**config.mk**
```make
export PLATFORM = sky130hd
export DESIGN_NAME = tt_um_accelshark_psg_dac_flat
export DESIGN_NICKNAME = d
export VERILOG_FILES = /design/src/rtl/tt_um_accelshark_psg_dac_if.sv /design/src/rtl/tt_um_accelshark_psg_dac.sv /design/src/flat_wrapper.sv
export SDC_FILE = /design/constraint.sdc
export NUM_CORES = 1
export LEC_CHECK = 0
export ABC_AREA = 1
export BUFFER_PORTS_ARGS = -buffer_cell sky130_fd_sc_hd__buf_2
export CAP_MARGIN = 10
export CORE_MARGIN = 3
export CORE_UTILIZATION = 50
export CTS_BUF_LIST = sky130_fd_sc_hd__clkbuf_8
export DETAILED_ROUTE_END_ITERATION = 10
export PLACE_DENSITY_LB_ADDON = 0.1
export SYNTH_ARGS = -nofsm -noshare
export SYNTH_HDL_FRONTEND = slang
export SYNTH_SLANG_ARGS = --single-unit
```
**constraint.sdc**
```tcl
create_clock -name oclk -period 1.65 [get_ports oclk]
set_input_delay 0.0825 -clock oclk [delete_from_list [all_inputs] [get_ports oclk]]
set_output_delay 0.0825 -clock oclk [all_outputs]
set_load 0.02 [all_outputs]
```
**src/rtl/tt_um_accelshark_psg_dac_if.sv**
```systemverilog
// Voice-mix input bus and PDM/sample output bundle for the PSG output DAC stage.
// master drives voices and controls; slave is the DAC itself.
interface tt_um_accelshark_psg_dac_if #(
   parameter int VOICES = 4
);
   logic                  ena;
   logic                  mute;
   logic [5*VOICES-1:0]   mix_l_bus;
   logic [5*VOICES-1:0]   mix_r_bus;
   logic                  pdm_l;
   logic                  pdm_r;
   logic [7:0]            sample_l;
   logic [7:0]            sample_r;
   logic                  sample_tick;

   modport master (
      output ena, mute, mix_l_bus, mix_r_bus,
      input  pdm_l, pdm_r, sample_l, sample_r, sample_tick
   );

   modport slave (
      input  ena, mute, mix_l_bus, mix_r_bus,
      output pdm_l, pdm_r, sample_l, sample_r, sample_tick
   );
endinterface

```
**src/rtl/tt_um_accelshark_psg_dac.sv**
```systemverilog
// PSG output stage: per-channel voice sum, sample-rate latch, first-order delta-sigma PDM.
// Optional mute fade ramp is compiled in with `define PSG_DAC_MUTE_RAMP_EN.
module tt_um_accelshark_psg_dac #(
   parameter int VOICES     = 4,
   parameter int SAMPLE_DIV = 64
) (
   input  logic                          oclk,
   input  logic                          rst_n,
   tt_um_accelshark_psg_dac_if.slave     bus
);
   localparam int              DIV_W    = (SAMPLE_DIV > 2) ? $clog2(SAMPLE_DIV) : 1;
   localparam logic [DIV_W-1:0] DIV_LAST = DIV_W'(SAMPLE_DIV - 1);

   logic signed [7:0] field_l [VOICES];
   logic signed [7:0] field_r [VOICES];
   logic signed [7:0] sum_l, sum_r;
   logic signed [7:0] scaled_l, scaled_r;

   logic [DIV_W-1:0] div_cnt_q, div_cnt_d;
   logic [7:0]       sample_l_q, sample_l_d, sample_r_q, sample_r_d;
   logic [7:0]       acc_l_q, acc_l_d, acc_r_q, acc_r_d;
   logic             pdm_l_q, pdm_l_d, pdm_r_q, pdm_r_d;
   logic             tick_q, tick_d;
   logic             latch;
   logic [8:0]       mod_l, mod_r;

   generate
      for (genvar gi = 0; gi < VOICES; gi++) begin : g_field
         assign field_l[gi] = {{3{bus.mix_l_bus[5*gi+4]}}, bus.mix_l_bus[5*gi +: 5]};
         assign field_r[gi] = {{3{bus.mix_r_bus[5*gi+4]}}, bus.mix_r_bus[5*gi +: 5]};
      end
   endgenerate

   // At most 8 voices of -16..15 always fits in 8 signed bits, so no saturation.
   always_comb begin
      sum_l = '0;
      sum_r = '0;
      for (int i = 0; i < VOICES; i++) begin
         sum_l = sum_l + field_l[i];
         sum_r = sum_r + field_r[i];
      end
   end

   assign latch = (div_cnt_q == DIV_LAST);

`ifdef PSG_DAC_MUTE_RAMP_EN
   logic [4:0]         gain_q, gain_d;
   logic signed [13:0] prod_l, prod_r;

   // Scale by the gain held before this latch's step; >>> floors toward -inf.
   assign prod_l   = sum_l * $signed({1'b0, gain_q});
   assign prod_r   = sum_r * $signed({1'b0, gain_q});
   assign scaled_l = 8'(prod_l >>> 4);
   assign scaled_r = 8'(prod_r >>> 4);

   always_comb begin
      gain_d = gain_q;
      if (latch) begin
         if (bus.mute) begin
            if (gain_q != 5'd0) gain_d = gain_q - 5'd1;
         end else if (gain_q != 5'd16) begin
            gain_d = gain_q + 5'd1;
         end
      end
   end

   always_ff @(posedge oclk or negedge rst_n) begin
      if (!rst_n)       gain_q <= 5'd0;
      else if (bus.ena) gain_q <= gain_d;
   end
`else
   assign scaled_l = bus.mute ? 8'sd0 : sum_l;
   assign scaled_r = bus.mute ? 8'sd0 : sum_r;
`endif

   // The modulator always steps with the currently held sample, so a new sample
   // first influences the PDM one edge after sample_tick.
   assign mod_l = {1'b0, acc_l_q} + {1'b0, sample_l_q};
   assign mod_r = {1'b0, acc_r_q} + {1'b0, sample_r_q};

   always_comb begin
      div_cnt_d  = latch ? '0 : div_cnt_q + DIV_W'(1);
      sample_l_d = sample_l_q;
      sample_r_d = sample_r_q;
      tick_d     = latch;
      if (latch) begin
         sample_l_d = {~scaled_l[7], scaled_l[6:0]};
         sample_r_d = {~scaled_r[7], scaled_r[6:0]};
      end
      {pdm_l_d, acc_l_d} = mod_l;
      {pdm_r_d, acc_r_d} = mod_r;
   end

   always_ff @(posedge oclk or negedge rst_n) begin
      if (!rst_n) begin
         div_cnt_q  <= '0;
         sample_l_q <= 8'h80;
         sample_r_q <= 8'h80;
         acc_l_q    <= 8'h00;
         acc_r_q    <= 8'h00;
         pdm_l_q    <= 1'b0;
         pdm_r_q    <= 1'b0;
         tick_q     <= 1'b0;
      end else if (bus.ena) begin
         div_cnt_q  <= div_cnt_d;
         sample_l_q <= sample_l_d;
         sample_r_q <= sample_r_d;
         acc_l_q    <= acc_l_d;
         acc_r_q    <= acc_r_d;
         pdm_l_q    <= pdm_l_d;
         pdm_r_q    <= pdm_r_d;
         tick_q     <= tick_d;
      end
   end

   assign bus.pdm_l       = pdm_l_q;
   assign bus.pdm_r       = pdm_r_q;
   assign bus.sample_l    = sample_l_q;
   assign bus.sample_r    = sample_r_q;
   assign bus.sample_tick = tick_q;
endmodule
```
**src/flat_wrapper.sv**
```systemverilog
// flat-port wrapper written by rule: the top's interface ports become plain ports
module tt_um_accelshark_psg_dac_flat 
#(
   parameter int VOICES     = 4,
   parameter int SAMPLE_DIV = 64
)
  (oclk, rst_n, bus_ena, bus_mute, bus_mix_l_bus, bus_mix_r_bus, bus_pdm_l, bus_pdm_r, bus_sample_l, bus_sample_r, bus_sample_tick);
  tt_um_accelshark_psg_dac_if #(.VOICES(VOICES)) bus_i ();
  input  logic oclk;
  input  logic rst_n;
  input wire logic [$bits(bus_i.ena)-1:0] bus_ena;
  input wire logic [$bits(bus_i.mute)-1:0] bus_mute;
  input wire logic [$bits(bus_i.mix_l_bus)-1:0] bus_mix_l_bus;
  input wire logic [$bits(bus_i.mix_r_bus)-1:0] bus_mix_r_bus;
  output wire logic [$bits(bus_i.pdm_l)-1:0] bus_pdm_l;
  output wire logic [$bits(bus_i.pdm_r)-1:0] bus_pdm_r;
  output wire logic [$bits(bus_i.sample_l)-1:0] bus_sample_l;
  output wire logic [$bits(bus_i.sample_r)-1:0] bus_sample_r;
  output wire logic [$bits(bus_i.sample_tick)-1:0] bus_sample_tick;
  assign bus_i.ena = bus_ena;
  assign bus_i.mute = bus_mute;
  assign bus_i.mix_l_bus = bus_mix_l_bus;
  assign bus_i.mix_r_bus = bus_mix_r_bus;
  assign bus_pdm_l = bus_i.pdm_l;
  assign bus_pdm_r = bus_i.pdm_r;
  assign bus_sample_l = bus_i.sample_l;
  assign bus_sample_r = bus_i.sample_r;
  assign bus_sample_tick = bus_i.sample_tick;
  tt_um_accelshark_psg_dac #(.VOICES(VOICES), .SAMPLE_DIV(SAMPLE_DIV)) u_core (.oclk(oclk), .rst_n(rst_n), .bus(bus_i));
endmodule
```
# == Yosys cells after proc, flatten, opt, wreduce, memory -nomap -nowiden ==
# Index checks and enable logic that the tools add are counted.
# classes
add_sub_neg,9
mul,0
n_div,0
order_cmp,0
eq_ne,1
shift,0
muxes,3
n_bitwise,2
reduce_logical,1
# op_table
op,n
adder 8 x 8 -> 9 bit,2
adder 8 x 5 -> 8 bit,2
2-to-1 mux 8 bit,2
adder 6 x 5 -> 7 bit,2
adder 5 x 5 -> 6 bit,2
adder 6 x 1 -> 6 bit (second input constant),1
equality test 6 bit (second input constant),1
2-to-1 mux 6 bit,1
inverter 1 bit,2
AND reduction 2 bit,1
# word_totals
regBits,41
latchBits,0
mem_bits_rw,0
rom_bits,0
inputBits,44
out_inout_bits,19
elab_cells,24
memories,0

# == Logic depth before layout (Yosys ltp) ==
# Gate-level depths: netlist of run 1.
# logic_depth
ltp_word,5
ltp_mapped,16
mapped_depth_nobuf,16

# == Worst setup path after synthesis of run 1 ==
# Ideal clock, no wire load.
# synth_timing
kind,input port to flip-flop
startpoint,input bus_mix_r_bus[1]
endpoint,"register u_core.sample_r_q[7], in the netlist u_core.bus.sample_r[7]"
setup_ns,0.072
arrival_time_ns,2.384
t_required_ns,1.578
slack_ns,-0.807
cell_stages,15
path_buffers,0
cell_sequence,fa_1 > ha_1 > fa_1 > a21oi_1 > o21ai_0 > xor2_1 > ha_1 > nand2_1 > inv_1 > a21oi_1 > nand2_1 > nand2_1 > nand3_1 > nand2_1 > inv_1
# synth_between
elab_chain_cells,5
# synth_lines
element,line_no,source
start: declaration,flat_wrapper.sv:14,input wire logic [$bits(bus_i.mix_r_bus)-1:0] bus_mix_r_bus;
adder 5 x 5 -> 6 bit,tt_um_accelshark_psg_dac.sv:40,sum_r = sum_r + field_r[i];
adder 6 x 5 -> 7 bit,tt_um_accelshark_psg_dac.sv:40,
adder 8 x 5 -> 8 bit,tt_um_accelshark_psg_dac.sv:40,
2-to-1 mux 8 bit,tt_um_accelshark_psg_dac.sv:73,assign scaled_r = bus.mute ? 8'sd0 : sum_r;
inverter 1 bit,tt_um_accelshark_psg_dac.sv:88,"sample_r_d = {~scaled_r[7], scaled_r[6:0]};"
end signal: assignment,tt_um_accelshark_psg_dac.sv:107,sample_r_q <= sample_r_d;
end: declaration,tt_um_accelshark_psg_dac.sv:20,"logic [7:0] sample_l_q, sample_l_d, sample_r_q, sample_r_d;"
# Every way passes these cells.
# A chain may end at the register's enable or synchronous reset.

# == Final worst setup path of run 1 ==
# layout_timing
startpoint,input bus_mix_r_bus[1]
endpoint,"register u_core.sample_r_q[5], in the netlist u_core.bus.sample_r[5]"
# layout_between
elab_chain_cells,4
# layout_lines
element,line_no
adder 5 x 5 -> 6 bit,tt_um_accelshark_psg_dac.sv:40
adder 6 x 5 -> 7 bit,tt_um_accelshark_psg_dac.sv:40
adder 8 x 5 -> 8 bit,tt_um_accelshark_psg_dac.sv:40
2-to-1 mux 8 bit,tt_um_accelshark_psg_dac.sv:73
# Every way passes these cells.

==> results of run 1 <==
layer usage:
layer | track usage | share of wire | up-vias
li1 | - | - | 1586
met2 | 0.342 | 0.51 | 73
met3 | 0.0350 | 0.046 | 10
met4 | 0.0514 | 0.018 | 0
met1 | 0.247 | 0.43 | 1396
met5 | 0 | 0 | -
worst max path at each step:
| stage | startpoint | endpoint | depth (start not counted) |
|---|---|---|---|
| 3_5_place_dp | bus_mix_r_bus[1] | u_core.bus.sample_r[7] | 16 |
| 6_report | bus_mix_r_bus[1] | u_core.bus.sample_r[5] | 13 |
| 4_1_cts | bus_mix_r_bus[1] | u_core.bus.sample_r[7] | 16 |
| 5_1_grt | bus_mix_r_bus[1] | u_core.bus.sample_r[5] | 13 |
| 2_1_floorplan | bus_mix_r_bus[1] | u_core.bus.sample_r[7] | 15 |
| 3_3_place_gp | bus_mix_r_bus[1] | u_core.bus.sample_r[7] | 16 |
kinds of logic (layout without fill, tap and decap cells):
kind of cell	count (synthesis)	after routing	synth area share
DFF	41	41	0.298
buffers and inverters	65	162	0.0735
and+or+nand+nor	205	205	0.268
xor gates and xnor gates	16	16	0.0406
adders and majority gates	57	57	0.241
AOI/OAI and AO/OA	49	49	0.0793
tightest hold or removal path, delay by kind of cell:
family,cells,cell delay [ps]
adder cells (fa/ha/maj),1,120
AO/OA/AOI/OAI,1,110
buffers and inverters,1,80
metrics by stage:
| step | setup TNS [ps] | instances |
|---|---|---|
| after floorplan | -5680 | 433 |
| after global placement | -8590 | 590 |
| after detailed placement | -9130 | 590 |
| after CTS | -4840 | 601 |
| after global routing | -6530 | 607 |
| final | -5380 | 607 |
registers in the layout, summed over array words and instances, names as in the netlist:
name / cells
u_core.bus.pdm_r: 1
u_core.bus.sample_r: 8
u_core.bus.pdm_l: 1
u_core.bus.sample_tick: 1
u_core.bus.sample_l: 8
u_core.acc_l_q: 8
u_core.div_cnt_q: 6
u_core.acc_r_q: 8
final cells by class:
type	count	area (µm²)	share of cell area
Sequential cell	41	1030	0.230
Timing Repair Buffer	95	606	0.135
Inverter	59	223	0.0498
Multi-Input combinational cell	327	2400	0.537
Tap cell	77	96.3	0.0215
Clock buffer	6	82.6	0.0185
Clock inverter	2	33.8	0.00755
what timing repair did:
item	CTS	global route
setup endpoints to repair	14	18
hold buffers	1	0
buffers inserted	2	6
hold endpoints to repair	18	0
gates cloned	0	0
pin swaps	13	21
gates resized for setup	9	40
power groups by stage:
stage	logic (mW)	clock network (mW)	registers, mW
finish	3.77	0.823	1.70
global route	4.29	0.897	1.75
CTS	3.39	0.851	1.69
detailed placement	3.31	0	1.70
global placement	3.22	0	1.69
floorplan	2.30	0	1.79
layout by cell type (no fill, tap or decap), drive strengths merged:
master and instances:
or2 5, dfstp 2, nand4 9, ha 41, nand2 132, fa 16
a22o 2, dlygate4sd3 1, nand3b 7, buf 94, nor3 1, xnor2 7
bufinv 1, a21oi 21, inv 59, xor2 9, o22ai 2, clkbuf 6
o21ai 21, nor2 18, nand3 32, and2 1, a211oi 2, dfrtp 39
clkinv 1, a21o 1
==> summary.md, run 1 <==
| Metric | Value |
|---|---|
| CP Max Fanout | 4 |
| FF-to-FF Start | u_core.bus.sample_r[0] |
| Final wirelength | 7680 µm |
| NetSw | 2.68 mW |
| DIE HEIGHT | 89.1 µm |
| Largest net degree at the start of global routing | 22 |
| Worst skew pair latency | 290 ps |
| Fmax | 434 MHz |
| GRT Overall Usage | 0.195 |
| Tmin final | 2310 ps |
| Clock slew at reported path FFs | 80 ps |
| CTS Buf Count | 5 |
| Commonest cells in the netlist | nand2_1, inv_1, ha_1 |
| Hold Startpoint | bus_mix_l_bus[15] |
| Core Util, Final | 0.685 |
| Clk buf depth | 2 |
| Worst slew margin | 0.672 |
| Fin crit share | 1.40 |
| Final Skew | 2.37 ps |
| Hold path endpoint | u_core.bus.sample_l[0] |
| Most frequent cell on the critical path | buf_4 |
| DR DRC count | 0 |
| CTS tree | yes |
| Register share of total power | 0.270 |
| Startpoint types | input pin |
| Tot Pwr | 6.30 mW |
| Routability cong. | 0.865 |
| Area post-placement | 0.00407 mm² |
| IO buf count | 62 |
| Data required time at the worst endpoint | 1830 ps |
| Hold depth | 3 |
| Reg2reg path depth | 9 |
| Initial antenna violation count | 0 |
| Critical path type | in -> reg |
| CTS root buf | clkbuf_8 |
| Count leader, synth | nand2_1 |
| Internal power | 3.62 mW |
| Number of H-tree levels | 2 |
| Vias/cell | 5.05 |
| Grt total ovfl | 0 |
| Fraction of registers with async set/reset | 1.00 |
| Status | finished, violations left |
| Clock sinks | 41 |
| Max stage delay on crit path | 470 ps |
| Synth Register Bits | 41 |
| Fin nets | 630 |
| Cell variety after synth | 33 |
| Die width | 89.1 µm |
| CP endpoint kind | flop |
| Yosys top cell area share | 0.282 |
| Reg-to-reg slack, setup | 40 ps |
| Slew Viols, Final | 0 |
| Initial core utilization | 0.529 |
| Arr. time, crit path | 2490 ps |
| Max-Cap Viols | 0 |
| Die area | 0.00795 mm² |
| WHS | 140 ps |
| Post-synthesis sequential area ratio | 0.298 |
| Worst setup margin | -657 ps |
| Hpwl dp | 5890 µm |
| Pwr dens | 1410 mW/mm² |
| First-pass GRT wire length | 12,400 µm |
| Synthesis Warnings | 0 |
| R2r endpoint | u_core.acc_r_q[6] |
| Final ANT Viol Nets | 0 |
| Actual slew at the worst max-slew pin | 492 ps |
| LEAKAGE | 2.46 nW |
| DRT iter0 DRCs | 78 |
| Delay-heaviest family, CP | adder cells |
| Final hold violation count | 0 |
| Failing checks | negative setup slack |
| Leading area contributor after synthesis | dfrtp_1 |
| Critical path's slowest cell | fa_1 |
| Area grow syn2layout | 29.4% |
| Via count | 3,065 |
| Ys flop type | dfrtp_1 |
| Site Rows | 29 |
| Min-Delay Path Class | in -> reg |
| Design Area, Final | 0.00447 mm² |
| Pre-CTS WS | -898 ps |
| RSZ-0062 raised after global routing | yes |
| Clock power share | 0.131 |
| VDD IR max | 602 µV |
| Syn avg cell area | 7.98 µm² |
| Buf/Inv on CP | 4 |
| Cells after Synth | 433 |
| WL per Instance | 12.7 µm |
| Number of global-route vias before repair | 2,955 |
| FILL cells | 553 |
| Core area | 0.00653 mm² |
| Post-Syn Area | 0.00346 mm² |
| Layout cells sized above 1 | 0.306 |
| Final setup fails | 12 |
| Gate power share | 0.599 |
| CP Cell Sequence | buf_6 > fa_1 > ha_2 > fa_2 > a21oi_2 > o21ai_2 > xor2_1 > ha_1 > buf_4 > buf_4 > buf_4 > nor2_1 > o21ai_2 |
| Switch share | 0.425 |
| N_diodes | 0 |
| Number of flops mapped to enable cells by yosys | 0 |
| Syn nets | 534 |
| Top cells by area, synth | dfrtp_1, ha_1, nand2_1 |
| IO Pins | 63 |
| DR pass1 iterations | 4 |
No activity file was read; power rests on OpenSTA's default activity.
==> run 2: changes to the inputs <==
--- a/config.mk
+++ b/config.mk
@@ -13,6 +13,7 @@
 export CTS_BUF_LIST = sky130_fd_sc_hd__clkbuf_8
 export DETAILED_ROUTE_END_ITERATION = 10
 export PLACE_DENSITY_LB_ADDON = 0.1
+export SKIP_CTS_REPAIR_TIMING = 1
 export SYNTH_ARGS = -nofsm -noshare
 export SYNTH_HDL_FRONTEND = slang
 export SYNTH_SLANG_ARGS = --single-unit
==> run 2 against run 1 <==
The flow still finishes with violations (negative setup slack). Worst setup slack improved by 59 ps. Die area did not move. First-iteration DRC count fell by 27%. Largest cell class unchanged. Highest routed layer unchanged.
==> summary.md, run 2 (synthesis results as in run 1) <==
| Metric | Value |
|---|---|
| Status | finished, violations left |
| Failing checks | negative setup slack |
| Layout cells sized above 1 | 0.307 (+0.00116) |
| Tmin final | 2250 ps (-58.7 ps) |
| CTS tree | yes |
| IO buf count | 62 (unchanged) |
| Hold path endpoint | u_core.bus.sample_l[0] |
| VDD IR max | 571 µV (-5.1%) |
| Clock power share | 0.133 (+0.002) |
| Arr. time, crit path | 2430 ps (-60 ps) |
| Number of global-route vias before repair | 2,944 (-0.37%) |
| Setup TNS | -5530 ps (-147 ps) |
| Worst skew pair latency | 290 ps (about the same) |
| Pwr dens | 1400 mW/mm² (-0.79%) |
| CTS Buf Count | 5 (unchanged) |
| N_diodes | 0 (unchanged) |
| DR pass1 iterations | 4 (unchanged) |
| IO Pins | 63 (unchanged) |
| Worst setup margin | -598 ps (+58.7 ps) |
| Fmax | 445 MHz (+2.6%) |
| CP Max Fanout | 5 (+1) |
| Data required time at the worst endpoint | 1840 ps (about the same) |
| CP Cell Sequence | buf_6 > fa_1 > ha_2 > fa_2 > buf_4 > buf_6 > xor2_2 > ha_4 > nand2_2 > nand3b_1 > nand2_1 > nand2_1 > nand2_2 > o21ai_2 |
| Via count | 3,027 (-1.2%) |
| Inst Count DP | 590 (unchanged) |
| Initial antenna violation count | 0 (unchanged) |
| Site Rows | 29 (unchanged) |
| Reg2reg path depth | 9 (unchanged) |
| Actual slew at the worst max-slew pin | 494 ps (+2.18 ps) |
| Fin nets | 628 (-0.32%) |
| Final ANT Viol Nets | 0 (unchanged) |
| Hpwl dp | 5890 µm (unchanged) |
| Final setup fails | 12 (unchanged) |
| R2r endpoint | u_core.acc_r_q[6] |
| Switch share | 0.427 (+0.00178) |
| Largest net degree at the start of global routing | 22 (unchanged) |
| GRT Overall Usage | 0.193 (-0.00173) |
| Final Skew | 1.96 ps (-0.413 ps) |
| Max-Cap Viols | 0 (unchanged) |
| Core area | 0.00653 mm² (unchanged) |
| Grt total ovfl | 0 (unchanged) |
| Area grow syn2layout | 28.3% |
| Number of H-tree levels | 2 (unchanged) |
| Hold depth | 3 (unchanged) |
| RSZ-0062 raised after global routing | yes |
| Die area | 0.00795 mm² (unchanged) |
| Critical path's slowest cell | fa_1 |
| Commonest non-fill, non-tap cells in the layout | nand2_1, buf_2, inv_1 |
| Hold Startpoint | bus_mix_l_bus[15] |
| Initial core utilization | 0.529 (unchanged) |
| Clk buf depth | 2 (unchanged) |
| Multi-input gate area | 0.00239 mm² (-0.31%) |
| DR DRC count | 0 (unchanged) |
| Register share of total power | 0.274 (+0.004) |
| Min-Delay Path Class | in -> reg |
| Layout Cells excl Fill | 605 (-0.33%) |
| Slew Viols, Final | 0 (unchanged) |
| FILL cells | 549 (-0.72%) |
| First-pass GRT wire length | 12,300 µm (-0.84%) |
| Fin crit share | 1.36 (-0.0356) |
| CTS root buf | clkbuf_8 |
| Vias/cell | 5.00 (-0.91%) |
| Gate power share | 0.593 (-0.006) |
| DIE HEIGHT | 89.1 µm (unchanged) |
| Critical path type | in -> reg |
| Final hold violation count | 0 (unchanged) |
| Final wirelength | 7500 µm (-2.4%) |
| Reg-to-reg slack, setup | 40 ps (about the same) |
| CP endpoint kind | flop |
| NetSw | 2.65 mW (-1.2%) |
| Most common cell after layout, fill and taps aside | nand2_1 |
| DRT iter0 DRCs | 57 (-27%) |
| Clock slew at reported path FFs | 80 ps (about the same) |
| Worst slew margin | 0.671 (-0.00145) |
| FF-to-FF Start | u_core.bus.sample_r[0] |
| WL per Instance | 12.4 µm (-2.1%) |
| Internal power | 3.55 mW (-1.9%) |
| Routability cong. | 0.865 (unchanged) |
| LEAKAGE | 2.44 nW (-0.75%) |
| Sequential Area | 0.00103 mm² (unchanged) |
| Clock sinks | 41 (unchanged) |
| Max stage delay on crit path | 470 ps (about the same) |
| Die width | 89.1 µm (unchanged) |
| Startpoint types | input pin |
[run 2: cell count changes in the layout (fill, tap and decap cells not counted), sizes merged]
cell / before / now
buf: 94 / 92
[run 2: area by class of cell]
class | count | area share
Clock buffer | 6 | 0.0186
Multi-Input combinational cell | 327 | 0.540
Timing Repair Buffer | 93 | 0.130
Inverter | 59 | 0.0502
Tap cell | 77 | 0.0217
Sequential cell | 41 | 0.232
Clock inverter | 2 | 0.00762
[run 2: power by group through the flow]
stage                     Clock, mW  Combinational (mW)  Sequential, mW
after floorplan                   0                2.30            1.79
after global placement            0                3.22            1.69
after detailed placement          0                3.31            1.70
after CTS                     0.851                3.34            1.68
after global routing          0.897                4.20            1.75
final                         0.823                3.67            1.70
[run 2: how the worst max path moves through the flow]
stage / slack, ps / end / depth (start not counted) / from
global placement: -840 / u_core.bus.sample_r[7] / 16 / bus_mix_r_bus[1]
global route: -720 / u_core.bus.sample_r[7] / 16 / bus_mix_r_bus[11]
finish: -600 / u_core.bus.sample_r[5] / 14 / bus_mix_r_bus[11]
floorplan: -680 / u_core.bus.sample_r[7] / 15 / bus_mix_r_bus[1]
CTS: -580 / u_core.bus.sample_r[7] / 16 / bus_mix_r_bus[1]
detailed placement: -900 / u_core.bus.sample_r[7] / 16 / bus_mix_r_bus[1]
[run 2: critical path, delay by kind of cell]
kind | cells | cell delay, ps
fa+ha+maj | 4 | 1380
compound gates | 1 | 50
simple gates | 5 | 430
xor+xnor | 1 | 150
buf+inv | 3 | 350
[run 2: per-layer routing]
layer,GRT usage,up-vias,part of all wire
met4,0.0514,0,0.0068
met3,0.0359,4,0.042
li1,-,1581,-
met1,0.246,1385,0.44
met2,0.336,57,0.51
met5,0,-,0
[run 2: per-stage QoR]
stage	cell area (µm²)	setup slack (ps)	utilization	hold slack [ps]	total power [mW]
2_1_floorplan	3510	-681	-	-213	4.08
4_1_cts	4190	-584	0.641	-243	5.87
6_report	4440	-598	0.679	139	6.20
5_1_grt	4440	-722	0.679	147	6.84
3_3_place_gp	4070	-840	0.623	78.1	4.91
3_5_place_dp	4070	-898	0.623	75.3	5.01
